File: config.mk
export PLATFORM = sky130hd
export DESIGN_NAME = shifter8_seq_ctrl_flat
export DESIGN_NICKNAME = d
export VERILOG_FILES = /design/src/rtl/shifter8_seq_ctrl_if.sv /design/src/rtl/shifter8_seq_ctrl.sv /design/src/flat_wrapper.sv
export SDC_FILE = /design/constraint.sdc
export NUM_CORES = 1
export LEC_CHECK = 0
export CAP_MARGIN = 40
export CORE_MARGIN = 2
export CORE_UTILIZATION = 35
export DETAILED_ROUTE_END_ITERATION = 12
export GPL_TIMING_DRIVEN = 0
export SETUP_SLACK_MARGIN = 0.02
export SYNTH_ARGS = -nofsm -noshare
export SYNTH_HDL_FRONTEND = slang
export SYNTH_SLANG_ARGS = --single-unit
File: constraint.sdc
create_clock -name clk -period 2.1 [get_ports clk]
set_input_delay 0.315 -clock clk [delete_from_list [all_inputs] [get_ports clk]]
set_output_delay 0.315 -clock clk [all_outputs]
set_load 0.02 [all_outputs]
File: src/rtl/shifter8_seq_ctrl_if.sv
// Command/result bundle for the 8-bit shift sequencer.
// Requester drives the command side, sequencer drives q/busy/done.
interface shifter8_seq_ctrl_if #(
   parameter int WIDTH = 8,
   parameter int AMT_W = 3
);
   logic             start;
   logic [2:0]       op;
   logic [AMT_W-1:0] amt;
   logic [WIDTH-1:0] d_in;
   logic [WIDTH-1:0] q;
   logic             busy;
   logic             done;

   modport master (
      output start, op, amt, d_in,
      input  q, busy, done
   );

   modport slave (
      input  start, op, amt, d_in,
      output q, busy, done
   );
endinterface

File: src/rtl/shifter8_seq_ctrl.sv
// Multi-bit shift sequencer: loads an operand, then applies one
// 1-bit shift/rotate per clock until the latched amount runs out.
module shifter8_seq_ctrl #(
   parameter int WIDTH = 8,
   parameter int AMT_W = 3
) (
   input  logic                 clk,
   input  logic                 reset_n,
   shifter8_seq_ctrl_if.slave   bus
);

   typedef enum logic [1:0] {
      IDLE,
      SHIFT,
      DONE
   } state_t;

   localparam logic [2:0] OP_LSL = 3'd0;
   localparam logic [2:0] OP_LSR = 3'd1;
   localparam logic [2:0] OP_ASR = 3'd2;
   localparam logic [2:0] OP_ROL = 3'd3;
   localparam logic [2:0] OP_ROR = 3'd4;

   state_t           state;
   logic [2:0]       op_r;
   logic [AMT_W-1:0] cnt;
   logic [WIDTH-1:0] q_r;
   logic             busy_r;
   logic             done_r;
   logic [WIDTH-1:0] step;

   // One 1-bit step of the latched operation on the working value
   always_comb begin
      step = q_r;
      case (op_r)
         OP_LSL:  step = {q_r[WIDTH-2:0], 1'b0};
         OP_LSR:  step = {1'b0, q_r[WIDTH-1:1]};
         OP_ASR:  step = {q_r[WIDTH-1], q_r[WIDTH-1:1]};
         OP_ROL:  step = {q_r[WIDTH-2:0], q_r[WIDTH-1]};
         OP_ROR:  step = {q_r[0], q_r[WIDTH-1:1]};
         default: step = q_r;
      endcase
   end

   // Sequencer FSM; busy/done are registered alongside the state
   always_ff @(posedge clk) begin
      if (!reset_n) begin
         state  <= IDLE;
         q_r    <= '0;
         op_r   <= '0;
         cnt    <= '0;
         busy_r <= 1'b0;
         done_r <= 1'b0;
      end else begin
         case (state)
            IDLE: begin
               if (bus.start) begin
                  q_r    <= bus.d_in;
                  op_r   <= bus.op;
                  cnt    <= bus.amt;
                  busy_r <= 1'b1;
                  if (bus.amt != '0) begin
                     state  <= SHIFT;
                     done_r <= 1'b0;
                  end else begin
                     state  <= DONE;
                     done_r <= 1'b1;
                  end
               end
            end
            SHIFT: begin
               q_r <= step;
               cnt <= cnt - 1'b1;
               if (cnt == AMT_W'(1)) begin
                  state  <= DONE;
                  done_r <= 1'b1;
               end
            end
            DONE: begin
               state  <= IDLE;
               busy_r <= 1'b0;
               done_r <= 1'b0;
            end
            default: begin
               state  <= IDLE;
               busy_r <= 1'b0;
               done_r <= 1'b0;
            end
         endcase
      end
   end

   assign bus.q    = q_r;
   assign bus.busy = busy_r;
   assign bus.done = done_r;

endmodule

File: src/flat_wrapper.sv
// flat-port wrapper written by rule: the top's interface ports become plain ports
module shifter8_seq_ctrl_flat 
#(
   parameter int WIDTH = 8,
   parameter int AMT_W = 3
)
  (clk, reset_n, bus_start, bus_op, bus_amt, bus_d_in, bus_q, bus_busy, bus_done);
  shifter8_seq_ctrl_if #(.WIDTH(WIDTH), .AMT_W(AMT_W)) bus_i ();
  input  logic clk;
  input  logic reset_n;
  input wire logic [$bits(bus_i.start)-1:0] bus_start;
  input wire logic [$bits(bus_i.op)-1:0] bus_op;
  input wire logic [$bits(bus_i.amt)-1:0] bus_amt;
  input wire logic [$bits(bus_i.d_in)-1:0] bus_d_in;
  output wire logic [$bits(bus_i.q)-1:0] bus_q;
  output wire logic [$bits(bus_i.busy)-1:0] bus_busy;
  output wire logic [$bits(bus_i.done)-1:0] bus_done;
  assign bus_i.start = bus_start;
  assign bus_i.op = bus_op;
  assign bus_i.amt = bus_amt;
  assign bus_i.d_in = bus_d_in;
  assign bus_q = bus_i.q;
  assign bus_busy = bus_i.busy;
  assign bus_done = bus_i.done;
  shifter8_seq_ctrl #(.WIDTH(WIDTH), .AMT_W(AMT_W)) u_core (.clk(clk), .reset_n(reset_n), .bus(bus_i));
endmodule
# --- After elaboration in Yosys (flattened, before gate mapping) ---
# Cells that the tools add are included.
word_totals:
  reg_bits: 18
  word_cells: 45
  in_bits: 17
  output_inout_bits: 10
classes:
  n_reduce_logical: 10
  muxes: 15
  addsub: 1
  n_eq_ne: 11
  bitwise: 1
op_table:
  columns: ["op", "n"]
  rows:
  - ["$pmux W8 S5", 1]
  - ["$pmux W8 S2", 1]
  - ["$mux W8", 1]
  - ["$reduce_and A2 Y1", 4]
  - ["$eq A3 B1 Y1 const B", 2]
  - ["$eq A3 B2 Y1 const B", 2]
  - ["$mux W2", 3]
  - ["$ne A6 B6 Y1 const B", 1]
  - ["$pmux W3 S2", 1]
  - ["$ne A5 B5 Y1 const B", 1]
  - ["$mux W1", 4]
  - ["$ne A2 B2 Y1 const B", 2]
  - ["$pmux W1 S2", 2]
  - ["$pmux W2 S2", 1]
  - ["$reduce_and A4 Y1", 1]
  - ["$eq A3 B3 Y1 const B", 1]
  - ["$logic_not A3 Y1", 1]
  - ["$mux W3", 1]
  - ["$reduce_and A3 Y1", 1]
  - ["$reduce_bool A3 Y1", 1]
  - ["$sub A3 B1 Y3 const B", 1]
  - ["$eq A2 B1 Y1 const B", 1]
  - ["$logic_not A2 Y1", 1]
  - ["$ne A2 B1 Y1 const B", 1]
  - ["other kinds (2)", 2]

# --- Depth between registers and ports, before layout ---
depth:
  depth_word: 4
  mapped_depth: 6
  ltp_nobuf: 5

# --- Least setup slack after synthesis ---
# OpenSTA, ideal clock, no wires.
synth_timing:
  path_type: "flip-flop to flip-flop"
  start: "register u_core.op_r[0]"
  end: "register u_core.q_r[1] (netlist: u_core.bus.q[1])"
  path_stages_with_launch: 7
  arrival_time_ps: 1423
  required_time_ps: 2024
  path_buffers: 2
  period_less_slack_ps: 1498
  setup_time_ps: 76
  path_slack_ps: 602
  path_cell_list: "dfxtp_1 -> buf_6 -> or2_1 -> buf_6 -> a31oi_4 -> mux2_1 -> o22ai_1"
synth_via:
  elab_chain_cells: 3
  elab_cells_between_ends: 9
  cone_classes: "5 x eq/ne; 2 x mux; 2 x reduce/logical"
synth_lines:
  columns: ["element", "line", "text"]
  rows:
  - ["from (decl)", "shifter8_seq_ctrl.sv:25", "logic [2:0] op_r;"]
  - ["from (signal assigned)", "shifter8_seq_ctrl.sv:59", "op_r <= bus.op;"]
  - ["$eq A3 B3 Y1, or another cell as far along", "shifter8_seq_ctrl.sv:35", "case (op_r)"]
  - ["$pmux W8 S5 / $ne A6 B6 Y1 (equally long branches)", null, null]
  - ["$pmux W8 S2 / $reduce_and A3 Y1 (equally long branches)", null, null]
  - ["to (signal assigned)", "shifter8_seq_ctrl.sv:58", "q_r <= bus.d_in;"]
  - ["to (signal assigned)", "shifter8_seq_ctrl.sv:72", "q_r <= step;"]
  - ["to (decl)", "shifter8_seq_ctrl.sv:27", "logic [WIDTH-1:0] q_r;"]
# Several ways; a longest one is shown, not always the timed one.
# A chain may end at the register's enable or synchronous reset.

# --- Worst setup path in the final report ---
layout_timing:
  start: "input port bus_start"
  end: "register u_core.q_r[5] (netlist: u_core.bus.q[5])"
layout_via:
  elab_chain_cells: 2
layout_lines:
  columns: ["element", "line", "text"]
  rows:
  - ["from (decl)", "flat_wrapper.sv:11", "input wire logic [$bits(bus_i.start)-1:0] bus_start;"]
  - ["$ne A2 B2 Y1 (no line)", null, null]
  - ["$reduce_and A3 Y1 (no line)", null, null]
# No other way between the ends.

==> results.cfg <==
[setup_path]
worst-path-buf-inv = 1
end_kind = register
required_ns = 2.34
critical_path.max_stage_delay_ns = 0.71
cp_max_fo = 7
cp_slowest_cell = nor3b_1
worstSetupStartpointType = input port
crit_chain = clkdlybuf4s50_1 > nor3b_1 > a221oi_1 > a21oi_1
path_class = in2reg
crit_family = simple AND/OR/NAND/NOR gates
cp.arrival_ns = 1.96

[power]
cellPowerDensity_mw_per_mm2 = 657
leakagePower_uw = 0.000547
combPwrFrac = 0.375
p_seq_frac = 0.424
switching_share = 0.356
power_frac_clock = 0.202
ir_drop_mv = 0.470
p_sw_uw = 329
p_int_uw = 596

[global_route]
grt_pass1_vias = 1049
grtUsageTotal = 0.181
grt_max_degree = 11
grt_overflow = 0
antenna_found_initial = 0
grt_pass1_wl_mm = 4.80

[timing]
fmax_mhz = 579
skew_ns = 0.00667
rsz0062_at_grt = false
slew_headroom = 0.446
tightest_slew_ns = 0.829
hold_viol = 0
tns_ns = 0
fin_crit_ns = 1.73
setup_viol = 0
min_period_over_period = 0.823
slew_violations = 0

[detailed_routing]
wire_per_inst_um = 14.9
ant_nets = 0
routed_via_density = 5.57
dr.pass1.iters = 4
drtIter0Drc = 56
num_vias = 1081
routed_wl_mm = 2.89
drc_errors = 0

[floorplan]
core_mm2 = 0.00300
pin_count = 27
die_h_um = 59.5
die-area_mm2 = 0.00355
initial_utilization = 0.360
die_x_um = 59.5
rows = 20

[final_layout]
antenna_cells = 0
final_util = 0.469
nFillCells = 326
sequential_cell_area_um2 = 340
multi_input_area_um2 = 656
layout-drive-gt1-share = 0.0745
syn2layout_area_growth_pct = 30.5
nets = 181

[logic_synthesis]
synth-simple-area-share = 0.176
syn_inst = 131
synth-edff-count = 0
synth_area_mm2 = 0.00108
synth_top_family_by_area = compound AO/OA/AOI/OAI gates
synth_seq_area_share = 0.315
synth_nets = 150
synth_area_per_cell_um2 = 8.24
synth_cell_type_count = 41
yosys.area_share.adder = 0.0232
synth-compound-area-share = 0.316
synth_top_flop_cell = dfxtp_1
ys_warn_count = 0
synth_xor_area_frac = 0.0162
synthMuxAreaShare = 0.0753
synth_async_sr_flop_share = 0
synth_seq_cells = 17

[clocking]
worstSkewPairLatency_ns = 0.31
cts_tree = built
numClockSinks = 17
postCtsSetupBuffers = 0
htreeDepth = 1
cts_hold_buffers = 0
cts_resized = 0
cts_buffer_depth = 2
clk_pin_slew_worst_paths_ns = 0.11
root_buffer = clkbuf_4
cts_made_buffers = 3

[job]
drv_cap = 0

[placed_design]
place_congestion = 0.803
hpwl_mm = 2.16
port_buffers = 26

[hold_path]
min_path_type = reg2reg

[outcome]
outcome = completed
==> worst min-delay path: cells and delay by family, from the launching register on <==
kind / cells / cell delay [ns]
flops: 1 / 0.33
simple gates: 1 / 0.06
compound gates: 1 / 0.06
==> cell families (layout without fill, tap and decap cells) <==
group                      count (synthesis)  in the layout
and+or+nand+nor                           38             38
AOI/OAI and AO/OA                         47             47
adders and majority gates                  2              2
muxes                                      8              8
DFF                                       17             17
buffers and inverters                     17             47
xor gates and xnor gates                   2              2
==> state kept, by name, summed over array words and instances, names as in the netlist <==
signal / count
u_core.bus.busy: 1
u_core.bus.done: 1
u_core.bus.q: 8
u_core.cnt: 3
u_core.op_r: 3
u_core.state: 1
==> routing by layer <==
metal,vias up,global-route usage,share of wire
li1,537,-,-
met1,499,0.231,0.47
met2,37,0.294,0.46
met3,8,0.0502,0.055
met4,0,0.0571,0.020
met5,-,0,0
==> area by class of cell <==
| type | instances | share of cell area |
|---|---|---|
| Multi-Input combinational cell | 97 | 0.465 |
| Clock buffer | 3 | 0.0160 |
| Buffer | 9 | 0.0382 |
| Inverter | 8 | 0.0213 |
| Timing Repair Buffer | 26 | 0.185 |
| Sequential cell | 17 | 0.242 |
| Clock inverter | 1 | 0.00355 |
| Tap cell | 33 | 0.0293 |
==> cell usage in the layout (no fill, tap or decap), types with 2 or more instances in the layout <==
master           count
clkbuf_1             3
dfxtp_1             17
nand2_1             12
a21o_1               2
nor2b_1              3
o21ai_0              5
ha_1                 2
clkdlybuf4s50_1     26
o22ai_1              2
a21oi_1             16
o21ai_1              4
nor4bb_1             2
buf_2                4
buf_6                2
nand3_1              2
nor2_1               8
a22o_1               2
nor3_1               4
clkbuf_4             3
mux2i_1              7
inv_1                8
a222oi_1             3
nand2b_1             3
==> power by group through the flow <==
stage	clock (µW)	combinational, µW	sequential [µW]
2_1_floorplan	0	201	418
3_3_place_gp	0	341	400
6_report	186	347	392
3_5_place_dp	0	346	400
4_1_cts	199	347	393
5_1_grt	206	383	398
==> worst paths after layout <==
path                                      from                            to  slack (ns)  cells past startpoint
setup reg to reg   u_core.op_r[0]$_SDFFE_PN0P_  u_core.bus.q[1]$_SDFFE_PN0P_        0.40                      6
setup / recovery                     bus_start  u_core.bus.q[5]$_SDFFE_PN0P_        0.37                      4
hold / removal    u_core.bus.busy$_SDFFE_PN0P_  u_core.bus.busy$_SDFFE_PN0P_        0.48                      2
hold reg to reg   u_core.bus.busy$_SDFFE_PN0P_  u_core.bus.busy$_SDFFE_PN0P_        0.48                      2
==> through the flow <==
step	hold WS [ns]	power, µW	worst slack [ns]	area (µm²)	std cells
final	0.479	925	0.372	1410	194
after floorplan	0.446	618	0.602	1080	131
after global routing	0.529	986	0.246	1410	194
after global placement	0.467	741	0.0212	1380	190
after detailed placement	0.467	746	0.00163	1380	190
after CTS	0.488	939	0.328	1410	194
==> cells in the mapped netlist (all sizes together), types with 2 or more instances <==
master | number | share of area
inv | 8 | 0.028
dfxtp | 17 | 0.32
clkbuf | 3 | 0.010
o21ai | 9 | 0.042
nor4bb | 2 | 0.019
nand2 | 12 | 0.042
a222oi | 3 | 0.028
nor3 | 4 | 0.019
buf | 6 | 0.039
a21o | 2 | 0.014
nor2 | 8 | 0.028
a22o | 2 | 0.016
a21oi | 16 | 0.074
ha | 2 | 0.023
nand2b | 3 | 0.017
nand3 | 2 | 0.0093
nor2b | 3 | 0.017
mux2i | 7 | 0.065
o22ai | 2 | 0.012
Power figures use the tool's default switching activity.
